File: src/rtl/array_input_ctrl_pkg.sv
// Shared definitions for array_input_ctrl: FSM state encoding, default sizes
// and the bit positions of the debug word.
package array_input_ctrl_pkg;

    localparam int unsigned DEF_ARRAY_SIZE = 16;
    localparam int unsigned DEF_NUM_SIZE   = 16;

    localparam int unsigned DEBUG_W       = 7;
    localparam int unsigned DBG_STATE_LSB = 0;
    localparam int unsigned DBG_STATE_W   = 3;
    localparam int unsigned DBG_MODE_BIT  = 3;
    localparam int unsigned DBG_ERR_BIT   = 4;

    typedef enum logic [2:0] {
        ST_IDLE  = 3'd0,
        ST_EDIT  = 3'd1,
        ST_WRITE = 3'd2,
        ST_RUN   = 3'd3,
        ST_SHOW  = 3'd4
    } state_t;

endpackage

File: src/rtl/array_input_ctrl_btn_edge.sv
// Rising-edge detector for one debounced button level; pulse is registered.
// A level already high when reset releases is absorbed and never produces a pulse.
module btn_edge (
    input  logic clk,
    input  logic rst_n,
    input  logic level,
    output logic pulse
);

    logic prev;
    logic armed;

    always_ff @(posedge clk or negedge rst_n) begin
        if (!rst_n) begin
            prev  <= 1'b0;
            armed <= 1'b0;
            pulse <= 1'b0;
        end else begin
            prev  <= level;
            armed <= 1'b1;
            pulse <= level & ~prev & armed;
        end
    end

endmodule

File: src/rtl/array_input_ctrl.sv
// Button-driven editor for a small data array, CPU launch and result display.
// Optional RUN watchdog enabled by defining CTRL_TIMEOUT_EN.
module array_input_ctrl
    import array_input_ctrl_pkg::*;
#(
    parameter  int unsigned ARRAY_SIZE = DEF_ARRAY_SIZE,
    parameter  int unsigned NUM_SIZE   = DEF_NUM_SIZE,
    parameter  int unsigned TIMEOUT    = 1_000_000,
    localparam int unsigned IDX_W      = $clog2(ARRAY_SIZE)
) (
    input  logic                clk,
    input  logic                rst_n,
    input  logic                start_efct,
    input  logic                switch_efct,
    input  logic                confirm_efct,
    input  logic                go_lst_efct,
    input  logic                go_nxt_efct,
    input  logic [NUM_SIZE-1:0] sw_data,
    input  logic                cpu_done,
    input  logic [NUM_SIZE-1:0] cpu_result,
    output logic [IDX_W-1:0]    cur_index,
    output logic [NUM_SIZE-1:0] show_num,
    output logic                mem_we,
    output logic [IDX_W-1:0]    mem_addr,
    output logic [NUM_SIZE-1:0] mem_wdata,
    output logic                cpu_start,
    output logic [DEBUG_W-1:0]  debug
);

    state_t              state, nxt_state;
    logic                show_mode, nxt_mode;
    logic                err;
    logic                timeout_hit;
    logic [IDX_W-1:0]    nxt_index, idx_step;
    logic [NUM_SIZE-1:0] nxt_show, nxt_wdata, nxt_result, result, shadow_rd;
    logic [IDX_W-1:0]    nxt_addr;
    logic                nxt_we, nxt_start;
    logic [NUM_SIZE-1:0] shadow [ARRAY_SIZE];

    logic p_start, p_switch, p_confirm, p_lst, p_nxt;
    logic ev_start, ev_confirm, ev_nav, ev_switch;

    btn_edge u_start   (.clk(clk), .rst_n(rst_n), .level(start_efct),   .pulse(p_start));
    btn_edge u_switch  (.clk(clk), .rst_n(rst_n), .level(switch_efct),  .pulse(p_switch));
    btn_edge u_confirm (.clk(clk), .rst_n(rst_n), .level(confirm_efct), .pulse(p_confirm));
    btn_edge u_go_lst  (.clk(clk), .rst_n(rst_n), .level(go_lst_efct),  .pulse(p_lst));
    btn_edge u_go_nxt  (.clk(clk), .rst_n(rst_n), .level(go_nxt_efct),  .pulse(p_nxt));

    // Priority: start > confirm > navigation > switch; lower events are dropped
    assign ev_start   = p_start;
    assign ev_confirm = p_confirm & ~p_start;
    assign ev_nav     = (p_nxt | p_lst) & ~p_start & ~p_confirm;
    assign ev_switch  = p_switch & ~(p_start | p_confirm | p_nxt | p_lst);

    always_comb begin
        idx_step = cur_index;
        if (p_nxt && !p_lst) begin
            idx_step = (cur_index == IDX_W'(ARRAY_SIZE - 1)) ? '0 : cur_index + IDX_W'(1);
        end else if (p_lst && !p_nxt) begin
            idx_step = (cur_index == '0) ? IDX_W'(ARRAY_SIZE - 1) : cur_index - IDX_W'(1);
        end
    end

    always_comb begin
        nxt_state  = state;
        nxt_index  = cur_index;
        nxt_mode   = show_mode;
        nxt_we     = 1'b0;
        nxt_addr   = mem_addr;
        nxt_wdata  = mem_wdata;
        nxt_start  = 1'b0;
        nxt_result = result;
        nxt_show   = show_num;
        shadow_rd  = '0;

        case (state)
            ST_IDLE: begin
                if (ev_start) begin
                    nxt_state = ST_EDIT;
                    nxt_index = '0;
                    nxt_mode  = 1'b0;
                end
            end
            ST_EDIT: begin
                if (ev_start) begin
                    nxt_state = ST_RUN;
                    nxt_start = 1'b1;
                end else if (ev_confirm) begin
                    nxt_state = ST_WRITE;
                    nxt_we    = 1'b1;
                    nxt_addr  = cur_index;
                    nxt_wdata = sw_data;
                end else if (ev_nav) begin
                    nxt_index = idx_step;
                end else if (ev_switch) begin
                    nxt_mode = ~show_mode;
                end
            end
            ST_WRITE: nxt_state = ST_EDIT;
            ST_RUN: begin
                if (timeout_hit) begin
                    nxt_state  = ST_SHOW;
                    nxt_mode   = 1'b0;
                    nxt_result = '1;
                end else if (cpu_done) begin
                    nxt_state  = ST_SHOW;
                    nxt_mode   = 1'b0;
                    nxt_result = cpu_result;
                end
            end
            ST_SHOW: begin
                if (ev_start) begin
                    nxt_state = ST_RUN;
                    nxt_start = 1'b1;
                end else if (ev_confirm) begin
                    nxt_state = ST_IDLE;
                    nxt_mode  = 1'b0;
                end else if (ev_nav) begin
                    nxt_index = idx_step;
                    nxt_mode  = 1'b1;
                end else if (ev_switch) begin
                    nxt_mode = 1'b0;
                end
            end
            default: nxt_state = ST_IDLE;
        endcase

        // Forward the write completing this cycle so the display never shows stale data
        shadow_rd = shadow[nxt_index];
        if (state == ST_WRITE && mem_addr == nxt_index) begin
            shadow_rd = mem_wdata;
        end

        case (nxt_state)
            ST_IDLE:           nxt_show = '0;
            ST_EDIT, ST_WRITE: nxt_show = nxt_mode ? shadow_rd : sw_data;
            ST_RUN:            nxt_show = show_num;
            ST_SHOW:           nxt_show = nxt_mode ? shadow_rd : nxt_result;
            default:           nxt_show = '0;
        endcase
    end

    always_ff @(posedge clk or negedge rst_n) begin
        if (!rst_n) begin
            state     <= ST_IDLE;
            cur_index <= '0;
            show_mode <= 1'b0;
            show_num  <= '0;
            mem_we    <= 1'b0;
            mem_addr  <= '0;
            mem_wdata <= '0;
            cpu_start <= 1'b0;
            result    <= '0;
            for (int i = 0; i < ARRAY_SIZE; i++) begin
                shadow[i] <= '0;
            end
        end else begin
            state     <= nxt_state;
            cur_index <= nxt_index;
            show_mode <= nxt_mode;
            show_num  <= nxt_show;
            mem_we    <= nxt_we;
            mem_addr  <= nxt_addr;
            mem_wdata <= nxt_wdata;
            cpu_start <= nxt_start;
            result    <= nxt_result;
            if (state == ST_WRITE) begin
                shadow[mem_addr] <= mem_wdata;
            end
        end
    end

`ifdef CTRL_TIMEOUT_EN
    localparam int unsigned CNT_W = $clog2(TIMEOUT + 1);
    logic [CNT_W-1:0] run_cnt;

    // Counts cycles spent in RUN; restarts from zero on every launch
    always_ff @(posedge clk or negedge rst_n) begin
        if (!rst_n) begin
            run_cnt <= '0;
            err     <= 1'b0;
        end else begin
            run_cnt <= (state == ST_RUN) ? run_cnt + CNT_W'(1) : '0;
            if (nxt_start) begin
                err <= 1'b0;
            end else if (timeout_hit) begin
                err <= 1'b1;
            end
        end
    end

    assign timeout_hit = (state == ST_RUN) && !cpu_done && (run_cnt == CNT_W'(TIMEOUT - 1));
`else
    logic unused_timeout;
    // TIMEOUT only matters when the watchdog is built
    assign unused_timeout = ^32'(TIMEOUT);
    assign timeout_hit    = 1'b0;
    assign err            = 1'b0;
`endif

    always_comb begin
        debug = '0;
        debug[DBG_STATE_LSB +: DBG_STATE_W] = state;
        debug[DBG_MODE_BIT] = show_mode;
        debug[DBG_ERR_BIT]  = err;
    end

endmodule

File: config.mk
export PLATFORM = sky130hd
export DESIGN_NAME = array_input_ctrl
export DESIGN_NICKNAME = d
export VERILOG_FILES = /design/src/rtl/array_input_ctrl_pkg.sv /design/src/rtl/array_input_ctrl_btn_edge.sv /design/src/rtl/array_input_ctrl.sv
export SDC_FILE = /design/constraint.sdc
export NUM_CORES = 1
export LEC_CHECK = 0
export ABC_CLOCK_PERIOD_IN_PS = 3200
export BUFFER_PORTS_ARGS = -buffer_cell sky130_fd_sc_hd__buf_4
export CAP_MARGIN = 20
export CORE_UTILIZATION = 55
export DETAILED_ROUTE_END_ITERATION = 6
export HOLD_SLACK_MARGIN = 0.15
export PLACE_DENSITY_LB_ADDON = 0.15
export SYNTH_ARGS = -nofsm -noshare
export SYNTH_HDL_FRONTEND = slang
export SYNTH_SLANG_ARGS = --single-unit
File: constraint.sdc
create_clock -name clk -period 3.2 [get_ports clk]
set_clock_uncertainty 0.15 [all_clocks]
set_input_delay 0.64 -clock clk [delete_from_list [all_inputs] [get_ports clk]]
set_output_delay 0.64 -clock clk [all_outputs]
set_load 0.02 [all_outputs]
==> results of run 1 <==
area by class of cell:
type / count / area [um2]
flip-flops and latches: 329 / 8230
multi-input cells: 847 / 6900
well taps: 372 / 465
clock buffers: 53 / 1020
clock inverters: 4 / 27.5
repair buffers: 214 / 2090
inverters: 10 / 45.0
fillers: 2015 / 8400
cells by family (layout without fill, tap and decap cells):
logic type                 after synthesis  after routing
DFF                                    329            329
and+or+nand+nor                        252            252
buffers and inverters                  108            281
xor gates and xnor gates                 4              4
adders and majority gates                3              3
other                                    2              4
AOI/OAI and AO/OA                      247            247
muxes                                  337            337
per-layer routing:
layer | vias up | global-route usage (%) | share of wire, %
li1 | 4996 | - | -
met1 | 5857 | 41.2 | 43
met2 | 391 | 49.7 | 48
met3 | 100 | 3.23 | 5.7
met4 | 0 | 9.13 | 3.2
met5 | - | 0 | 0
sequential cells by signal, indices dropped and copies added, names as in the netlist:
| register | count |
|---|---|
| show_mode | 1 |
| mem_we | 1 |
| state | 3 |
| u_start.prev | 1 |
| u_go_nxt.prev | 1 |
| u_switch.prev | 1 |
| cpu_start | 1 |
| cur_index | 4 |
| show_num | 16 |
| mem_wdata | 16 |
| u_go_lst.pulse | 1 |
| u_go_nxt.armed | 1 |
| u_switch.pulse | 1 |
| result | 16 |
| u_go_nxt.pulse | 1 |
| shadow | 256 |
| mem_addr | 4 |
| u_start.pulse | 1 |
| u_go_lst.prev | 1 |
| u_confirm.prev | 1 |
| u_confirm.pulse | 1 |
worst min-delay path: stages:
cell	delay [ns]
buf_4	0.08
nand2_1	0.04
nand2_1	0.05
cells in the mapped netlist, drive strengths merged, types with 6 or more instances:
library cell	count	area, um2
a22oi	12	90.1
buf	27	190
nand2	152	571
nor3	6	30.0
inv	8	30.0
a221oi	62	543
o21ai	55	275
clkbuf	71	267
nor4	16	106
dfrtp	329	8230
mux2	275	3100
a21oi	82	418
nand3	16	85.1
nor2b	6	37.5
and3b	7	61.3
mux2i	62	621
nor2	19	86.3
and2	6	37.5
a31oi	9	56.3
power breakdown:
part           total (mW)  switching, mW  internal (mW)  leakage [nW]
clock network        3.79           1.59           2.20         0.518
registers            5.86          0.901           4.96          4.44
logic                7.33           3.93           3.41          3.86
timing repair:
action / in CTS / in global routing
hold buffers: 6 / 0
gates resized for setup: 2 / 64
pin swaps: 0 / 21
setup buffers: 0 / 28
endpoints found under the hold margin: 70 / 0
gates cloned: 1 / 9
endpoints found under the setup margin: 2 / 16
path summary, 6_finish.rpt:
check	start	cells past startpoint	endpoint	slack [ns]
max	state[0]	8	show_num[6]	0.05
min	sw_data[6]	3	mem_wdata[6]	0.18
max reg2reg	state[0]	8	show_num[6]	0.05
min reg2reg	u_confirm.prev	1	u_confirm.pulse	0.24
max in group asynchronous	rst_n	3	shadow[122]	1.44
min in group asynchronous	rst_n	2	cpu_start	0.55
metrics by stage:
step	setup WS (ns)	hold slack, ns	utilization, %	instances
final	0.0501	0.177	69.1	1829
after global routing	-0.0707	0.176	69.1	1829
after CTS	0.00961	0.166	66.4	1792
after detailed placement	-0.0410	0.240	62.2	1728
after global placement	-0.0325	0.240	62.2	1728
after floorplan	0.00600	0.194	-	1284
==> out/summary.md, run 1 <==
Effective utilization at floorplan: 56.5%. Summed over all layers, the routed wires come to 43500 um. Synthesis produced 1282 cells. The detail route stage leaves a number of antenna-violating nets equal to 0. Using the TritonRoute via totals, the vias-per-cell ratio works out to 6.20. After synthesis, the netlist uses 64 different library cells. The clock transition at the registers of the reported paths came out at 0.06 ns.

Cells with a size suffix above 1 make up 41.5% of the layout. The run gives 1480 as the number of nets at the end of the flow. The die width came out at 169 um.

In this run the clock root is driven by a clkbuf_16. STA classifies the critical path endpoint as a flip-flop. The worst setup path is of the reg -> reg kind.

At the end of routability-driven placement, the weighted congestion stood at 0.909. For this run, design rule violations remaining after detail routing come to 0. For the count of final setup violators, the log shows 0. The detailed placer's ending HPWL is 26400 um, and the number of flops mapped to enable cells by yosys is 0.

Averaged over all synthesized cells, the footprint is 12.0 um2. For the arrival time reported for the critical path endpoint, the log shows 3.38 ns. The power after layout was 17.0 mW; the max-slew violation total from the final report was 0. The core region is 27200 um2. Summing every instance area after synthesis gives 15300 um2. Counting flops and latches in the post-synthesis netlist gives 329. For the pin with the worst max-slew slack, the measured transition is 0.732 ns. 0 antenna diodes ended up in the layout. The number of failing hold endpoints at the final stage is 0. TritonCTS built the clock tree. In this design, the stage delay of the slowest critical-path cell is 0.68 ns. STA puts the critical path data required time at 3.43 ns.

The final critical-path required period came out at 3.15 ns. Combinational family with the most area after synthesis: multiplexers. The logs give 0 for the number of antenna violations at the first check in global routing and 329 for the number of clock sinks.

In this run the core area contains 60 standard-cell rows. TritonCTS created 35 clock buffers. Of the total synthesized cell area, the portion taken by AND, OR, NAND and NOR gates is 7.85%.

The sum of negative setup slack was 0 ns. The run finished with clean final reports. Summing all non-filler instances in the final layout gives an area of 18800 um2. After synthesis, the share of cell area in mux cells is 24.2%. The number of buffers on the longest clock path is 3, and the relative slew slack is 51.2%.

Leaving out fill and tap cells, the most frequent cells in the layout are dfrtp_1, mux2_2, buf_4, nand2_1, a21oi_1. Grouping stages by cell kind, the critical path spends the most delay in simple AND/OR/NAND/NOR gates. The adder and majority cell fraction of the synthesized area was 0.245%. The pre-antenna-repair detailed-routing pass consisted of 5 iterations. The later-pin clock latency in the skew report was 0.51 ns; the fraction of the mapped netlist area in compound gates was 10.5%. For this run, the number of Yosys warnings is 0. For this run, the top clock speed supported by timing is 317 MHz. The H-tree generated during clock tree synthesis spans 2 levels.

The worst path uses 98.4% of the clock period. The total of max-cap violations was 0. The number of buffers and inverters on the critical path is 0.

The count of vias placed by the detailed router was 11300. Leaving out fill and tap cells, the most frequent cell in the layout is dfrtp_1. The critical path goes through nand2b_1 -> a21o_1 -> or4_4 -> nand3_2 -> nand4_2 -> or4_4 -> o21ai_0 -> a22oi_1.

After synthesis, the share of flip-flops with an asynchronous set or reset is 100%. The die outline area is 28600 um2, and the instance area at placement is 16900 um2. The power density of the placed cells was 904 nW/um2; the standby leakage power was 8.82 nW. The average wire length per cell after detail routing was 23.8 um; the vertical die dimension was 169 um. The peak fanout along the critical path was 15; the first-pass GRT wire length was 64900 um.

The library cell contributing the largest single delay on the critical path was or4_4. The maximum VDD drop came out at 0.576 mV. Most repeated library cell on the critical path: or4_4. In this run, the number of DRC markers left after iteration 0 of detailed routing was 792.

STA classifies the critical path startpoint as a flip-flop. Global routing consumed, over all layers together, 29.8% of the routing resources. The count of port buffers added during placement came out at 85. The run gives 72 as the largest net degree at the start of global routing.

The path type of the worst min-delay path is in -> reg. The leading register cell type out of synthesis is dfrtp_1. The via count of the first global-routing pass was 11200; the area growth from synthesis to final layout was 22.4%.

The xor/xnor cell area share of the yosys netlist was 0.228%. Summing the sequential cell areas from Yosys gives 53.6% of the chip area. The I/O pin total came out at 89. For this run the aggregate overflow at the end of global routing stands at 0.
(Power assumes the default switching activity.)
==> inputs of run 2 (changes only) <==
- CELL_PAD_IN_SITES_DETAIL_PLACEMENT: not set -> 0
- CELL_PAD_IN_SITES_GLOBAL_PLACEMENT: not set -> 1
- CORE_UTILIZATION: 55 -> 45
==> run 2 against run 1 <==
Sequential share of layout area is 0.96 points lower. Non-clock buffer count increased by 23. Via count down 0.47%. Sequential power decreased by 0.9%. Flip-flop and latch count unchanged. Clock-buffer cell count fell by 2. Cell area increased by 2.2%. Global-route usage is 4.6 points lower. Hold slack worse by 0.0073 ns. Critical path depth rose by 7. Fmax is essentially flat. Die area grew 22%. Largest cell class unchanged. Largest power group unchanged. Highest routed layer unchanged.
==> out/summary.md, run 2 (synthesized netlist as in run 1, its figures left out) <==
In the layout the commonest cells are dfrtp_1, mux2_2, buf_4, nand2_1, a21oi_1. The routability congestion estimate was 0.849 (-6.6%). The count of final setup violators was 0 (unchanged); the vertical die dimension was 187 um (+10%).

TritonCTS built the clock tree. The average wire length per cell after detail routing was 23.1 um (-2.9%). The area inside the core boundary is 33500 um2 (+23%), and the number of buffers added by the clock tree synthesis step is 37 (+5.7%). The flow ran to the end, and the final reports show no timing, DRC or antenna violations. The final critical-path required period is 3.15 ns (-0.00238 ns). The post-route clock period utilization works out to 98.4% (about the same). The run gives 0 (unchanged) as the number of diodes. The internal power consumption is 10.9 mW (+2.7%), and the power density of the placed cells is 908 nW/um2 (+0.37%). The largest net degree at the start of global routing was 79 (+9.7%); the flip-flop count of the largest register, all copies and words added was 256 (unchanged). The worst setup path is launched from a flip-flop. The total DRC errors in the routed layout is 0 (unchanged), and the final global-route overflow total is 0 (unchanged). The clock transition at the registers of the reported paths is 0.06 ns (about the same).

The standby leakage power came out at 8.95 nW (+1.4%). The number of clock sinks is 329 (unchanged), and the switching fraction of total power is 37.7% (-0.066 points). The data required time at the worst endpoint is 3.44 ns (about the same).

The logs give 24.7% (+2.4 points) for the power share of the clock group and 5 (unchanged) for the length of the first detailed-routing pass in iterations. The count of port buffers added during placement came out at 85 (unchanged). The tools report the total global-route track usage as 25.2% (-4.6 points). The per-cell via count in the routed design is 5.83 (-6.0%).

The root buffer cell is clkbuf_16. The peak fanout along the critical path works out to 8 (-7). Critical path class: reg -> reg. Total of max-cap violations: 0 (unchanged). The run gives 3.39 ns (about the same) as the arrival time reported for the critical path endpoint. The effective utilization at floorplan was 45.8% (-11 points); the number of buffers on the longest clock path was 3 (unchanged). For the I/O pin total, the log shows 89 (unchanged). Compared with the post-synthesis result, the final layout area differs by 25.1%. The number of failing hold endpoints at the final stage was 0 (unchanged). The die outline area is 34800 um2 (+22%).

The die width is 187 um (+10%). The detailed placer's ending HPWL was 28700 um (+8.6%). The H-tree depth reported by CTS is 2 (unchanged), and the relative slew slack is 53.6% (+2.4 points). The smallest hold slack is 0.170 ns (-0.00731 ns), and the proportion of power drawn by flip-flops and latches is 33.3% (-1.2 points). For the post-route cell area, the log shows 19200 um2 (+2.2%).

The worst setup path is captured at a flip-flop. The minimum setup slack among reg-to-reg paths is 0.05 ns (about the same), and the final core utilization is 57.3% (-12 points). The path type of the worst min-delay path was in -> reg. The run gives 0 (unchanged) as the max-slew violation total from the final report. The most frequent standard cell in the layout excluding fill and tap cells was dfrtp_1.

Share of layout cells above drive strength 1: 42.4% (+0.95 points). The combinational share of power was 42.0% (-1.2 points). The via count of the first global-routing pass is 11100 (-0.56%), and the pre-CTS worst setup slack is -0.246 ns (-0.205 ns). For the detailed router's first-iteration violation count, the log shows 709 (-10%). The net switching component of the power was 6.58 mW (+2.4%); the minimum setup slack in the final design was 0.0525 ns (+0.00238 ns). The tools report the remaining antenna violation count as 0 (unchanged). The run gives 0.618 mV (+7.3%) as the maximum VDD drop. The logs give 11300 (-0.47%) for the count of vias placed by the detailed router and 67 (+12%) for the number of placement rows. The later-pin clock latency in the skew report is 0.54 ns (+0.03 ns).

The slew at the pin closest to its max-slew limit was 0.696 ns (-0.0361 ns); the number of nets at the end of the flow was 1506 (+1.8%). Instance area at placement: 17100 um2 (+1.2%). Counting flops per register, the top entry is shadow.

For the total wire length, the log shows 44700 um (+2.7%). The number of antenna violations at the first check in global routing was 0 (unchanged); the maximum achievable frequency was 318 MHz (about the same). The first-pass GRT wire length was 67200 um (+3.7%).
-- run 2: changes by cell type in the layout (fill, tap and decap cells not counted), moves of 3 or more --
cell           previous run  this run
a21oi_1                  79        74
a21oi_2                   3         8
buf_12                   19        16
buf_4                   171       189
bufinv_16                 0         3
clkbuf_1                 10         7
clkbuf_8                  8         5
clkinv_4                  0         4
dlygate4sd3_1             6        18
mux2i_2                   6         2
nor4_2                    9         6
nor4_4                    0         3
o21ai_0                  39        43
-- run 2: repair_timing --
action | CTS | global route
hold buffers | 18 | 0
resized for setup | 10 | 60
gates cloned | 0 | 6
setup buffers | 0 | 25
setup endpoints to repair | 8 | 16
pin swaps | 3 | 20
hold endpoints to repair | 86 | 0
-- run 2: critical path, stage by stage (launching register included) --
cell and delay [ns]:
dfrtp_1 0.47, or2_2 0.36, nand2_1 0.17, nor4_4 0.06, buf_4 0.15, nor2_4 0.15, clkinv_4 0.12, buf_12 0.16
buf_12 0.12, buf_12 0.12, buf_4 0.15, a21oi_1 0.18, a221oi_2 0.10, nor4_2 0.29, buf_4 0.17, a31oi_1 0.07
-- run 2: final cells by class --
| cell class | count | area [um2] |
|---|---|---|
| repair buffers | 237 | 2160 |
| inverters | 10 | 42.5 |
| clock buffers | 51 | 1070 |
| clock inverters | 13 | 160 |
| well taps | 448 | 561 |
| fillers | 2849 | 14300 |
| flip-flops and latches | 329 | 8240 |
| multi-input cells | 848 | 6980 |
-- run 2: path summary, 6_finish.rpt --
check	startpoint	to	depth (start not counted)
setup / recovery	u_go_nxt.pulse	show_num[1]	15
hold / removal	sw_data[10]	mem_wdata[10]	3
setup reg to reg	u_go_nxt.pulse	show_num[1]	15
hold reg to reg	u_confirm.prev	u_confirm.pulse	1
max in group asynchronous	rst_n	shadow[113]	3
min in group asynchronous	rst_n	result[4]	2
-- run 2: per-stage QoR --
stage | power, mW | std cells | setup TNS [ns]
6_report | 17.4 | 1936 | 0
3_5_place_dp | 12.2 | 1825 | -0.587
3_3_place_gp | 12.1 | 1825 | -0.297
5_1_grt | 18.3 | 1936 | -0.395
4_1_cts | 16.7 | 1907 | -0.189
2_1_floorplan | 9.33 | 1284 | 0
-- run 2: power by group through the flow --
stage	logic, mW	clock network (mW)	registers [mW]
global route	7.85	4.55	5.93
global placement	6.29	0	5.84
detailed placement	6.35	0	5.86
floorplan	3.55	0	5.77
finish	7.32	4.30	5.81
CTS	6.46	4.41	5.79
-- run 2: metal layers --
layer | GRT usage, % | wire length (um) | vias up
li1 | - | - | 5048
met1 | 34.5 | 19500 | 5885
met2 | 41.3 | 21800 | 298
met3 | 3.76 | 2230 | 60
met4 | 7.63 | 1080 | 0
met5 | 0 | 0 | -
==> inputs of run 3 (changes only) <==
- CORE_ASPECT_RATIO: not set -> 2
==> run 3 against run 2 <==
The run now ends with setup timing left. Clock power shrank 5.1%. Register-to-register slack worse by 0.13 ns. Die area increased by 0.13%. Critical path type unchanged. First-iteration DRC count shrank 13%. Sequential power grew 0.9%. Worst setup slack got worse by 0.13 ns. Largest cell class unchanged. Hold slack improved by 0.00053 ns. Cell count increased by 2.4%. Total power increased by 7.4%. Routed wire length grew 12%.
==> out/summary.md, run 3 (synthesized netlist as in run 1, its figures left out) <==
The logs give 1983 (+2.4%) for the number of standard cells in the final layout excluding fillers and 34900 um2 (+0.13%) for the die outline area. Leaving out fill and tap cells, the most frequent cell in the layout is dfrtp_1. The detailed router's first-iteration violation count came out at 619 (-13%). The remaining antenna violation count is 0 (unchanged).

The tools report the number of antenna violations at the first check in global routing as 0 (unchanged). In the layout the commonest cells are dfrtp_1, mux2_2, buf_4, nand2_1, a21oi_1. The die width is 133 um (-29%), and the number of failing hold endpoints at the final stage is 0 (unchanged). The run finished, with violations left.

The tools report the number of buffers on the longest clock path as 3 (unchanged). Total wire length: 50000 um (+12%). The total of max-cap violations was 0 (unchanged).

The slew at the pin closest to its max-slew limit was 0.821 ns (+0.124 ns); the data required time at the worst endpoint was 3.50 ns (+0.06 ns). The tools report the number of nets at the end of the flow as 1566 (+4.0%). The power after layout is 18.7 mW (+7.4%), and the count of port buffers added during placement is 85 (unchanged). The H-tree depth reported by CTS came out at 1 (-1).

The count of vias placed by the detailed router came out at 11600 (+2.8%). The tools report the kind of end point of the critical path as a flip-flop. The max-slew violation total from the final report was 0 (unchanged); the pre-CTS worst setup slack was -0.555 ns (-0.310 ns). Number of clock sinks: 329 (unchanged). Standby leakage power: 9.39 nW (+5.0%). The number of diodes was 0 (unchanged). The tools report the root buffer cell as clkbuf_16.

The via count of the first global-routing pass is 12100 (+8.6%). Setup repair after global routing could not meet its margin everywhere. The run gives 28.4% (+3.3 points) as the total global-route track usage. For the number of placement rows, the log shows 95 (+42%). The run gives 0.825 (-2.9%) as the routability congestion estimate. Length of the first detailed-routing pass in iterations: 5 (unchanged). The run gives 89 (unchanged) as the I/O pin total.

Peak fanout along the critical path: 8 (unchanged). The vertical die dimension is 263 um (+41%), and the maximum achievable frequency is 305 MHz (-4.1%). Number of buffers added by the clock tree synthesis step: 31 (-16%). Counting flops per register, the top entry is shadow. The arrival time reported for the critical path endpoint was 3.58 ns (+0.19 ns); the clock transition at the registers of the reported paths was 0.07 ns (about the same).

The relative slew slack came out at 45.3% (-8.3 points). TritonCTS built the clock tree. The run gives 31800 um (+11%) as the detailed placer's ending HPWL. Number of filler cells placed in the layout: 2792 (-2.0%). Area inside the core boundary: 33600 um2 (+0.32%). Number of placed instances with taps included: 1851 (+1.4%). The share of layout cells above drive strength 1 was 47.3% (+4.8 points); the maximum VDD drop was 0.596 mV (-3.7%). The power density of the placed cells is 925 nW/um2 (+2.0%). The final critical-path required period is 3.28 ns (+0.135 ns). The average wire length per cell after detail routing works out to 25.2 um (+9.3%). Critical path class: reg -> reg.

The final global-route overflow total was 0 (unchanged); the post-route clock period utilization was 103% (+4.2 points). The area growth from synthesis to final layout came out at 31.8%. The largest net degree at the start of global routing was 80 (+1.3%).

The per-cell via count in the routed design came out at 5.85 (+0.38%). The later-pin clock latency in the skew report came out at 0.58 ns (+0.04 ns). The count of final setup violators is 5 (+5). The worst hold path belongs to the class in -> reg. The run gives 74100 um (+10%) as the first-pass GRT wire length. The total DRC errors in the routed layout is 0 (unchanged), and the effective utilization at floorplan is 45.6% (-0.14 points).

The checks that failed: setup timing. STA classifies the critical path startpoint as a flip-flop. The minimum setup slack in the final design is -0.0823 ns (-0.135 ns), and the smallest hold slack is 0.170 ns (+0.000527 ns). Flip-flop count of the largest register, all copies and words added: 256 (unchanged).
-- run 3: timing repair --
item / 4_1_cts / 5_1_grt
endpoints found under the setup margin: 16 / 16
hold endpoints to repair: 97 / 0
pin swaps: 13 / 35
gates cloned: 4 / 5
hold buffers: 35 / 0
buffers inserted: 9 / 29
gates resized for setup: 90 / 87
-- run 3: layer usage --
layer,part of all wire [%],global-route usage [%]
met1,36,31.0
met2,56,54.5
met3,3.0,2.50
met4,5.0,13.5
met5,0,0
-- run 3: critical path: stages (launching register included) --
cell and delay, ns:
dfrtp_1 0.36, inv_2 0.06, ha_4 0.15, or3b_4 0.21
o211ai_1 0.11, a31o_2 0.30, nor2_4 0.22, clkinv_4 0.11
buf_6 0.14, buf_12 0.13, buf_12 0.13, buf_6 0.12
buf_4 0.13, a21oi_4 0.12, a221oi_2 0.08, nor4_2 0.32
buf_4 0.22, a31oi_1 0.09
-- run 3: metrics by stage --
| stage | utilization (%) | setup TNS [ns] | cell area (um2) |
|---|---|---|---|
| after global routing | 60.1 | -1.23 | 20200 |
| after global placement | 51.5 | -4.14 | 17300 |
| after detailed placement | 51.5 | -5.15 | 17300 |
| final | 60.1 | -0.212 | 20200 |
| after floorplan | - | 0 | 15400 |
| after CTS | 57.9 | -0.191 | 19500 |
-- run 3: layout make-up --
class / count / area, um2 / area share [%]
Clock buffer: 44 / 935 / 4.62
Clock inverter: 13 / 201 / 0.996
Inverter: 10 / 46.3 / 0.229
Sequential cell: 329 / 8240 / 40.7
Multi-Input combinational cell: 847 / 7440 / 36.8
Timing Repair Buffer: 304 / 2820 / 13.9
Tap cell: 436 / 546 / 2.70
-- run 3: power by group --
group | internal, mW | total [mW] | switching [mW]
sequential | 4.96 | 5.86 | 0.901
combinational | 4.04 | 8.78 | 4.74
clock | 2.43 | 4.08 | 1.65
total | 11.4 | 18.7 | 7.30
-- run 3: worst paths after layout --
| kind | start | endpoint | slack, ns | cells after the start |
|---|---|---|---|---|
| worst max-delay path | cur_index[1] | show_num[15] | -0.08 | 17 |
| worst min-delay path | cpu_result[6] | result[6] | 0.17 | 2 |
| worst max register to register | cur_index[1] | show_num[15] | -0.08 | 17 |
| worst min register to register | u_confirm.prev | u_confirm.pulse | 0.27 | 1 |
| max in group asynchronous | rst_n | shadow[122] | 1.48 | 3 |
| min in group asynchronous | rst_n | state[1] | 0.48 | 2 |
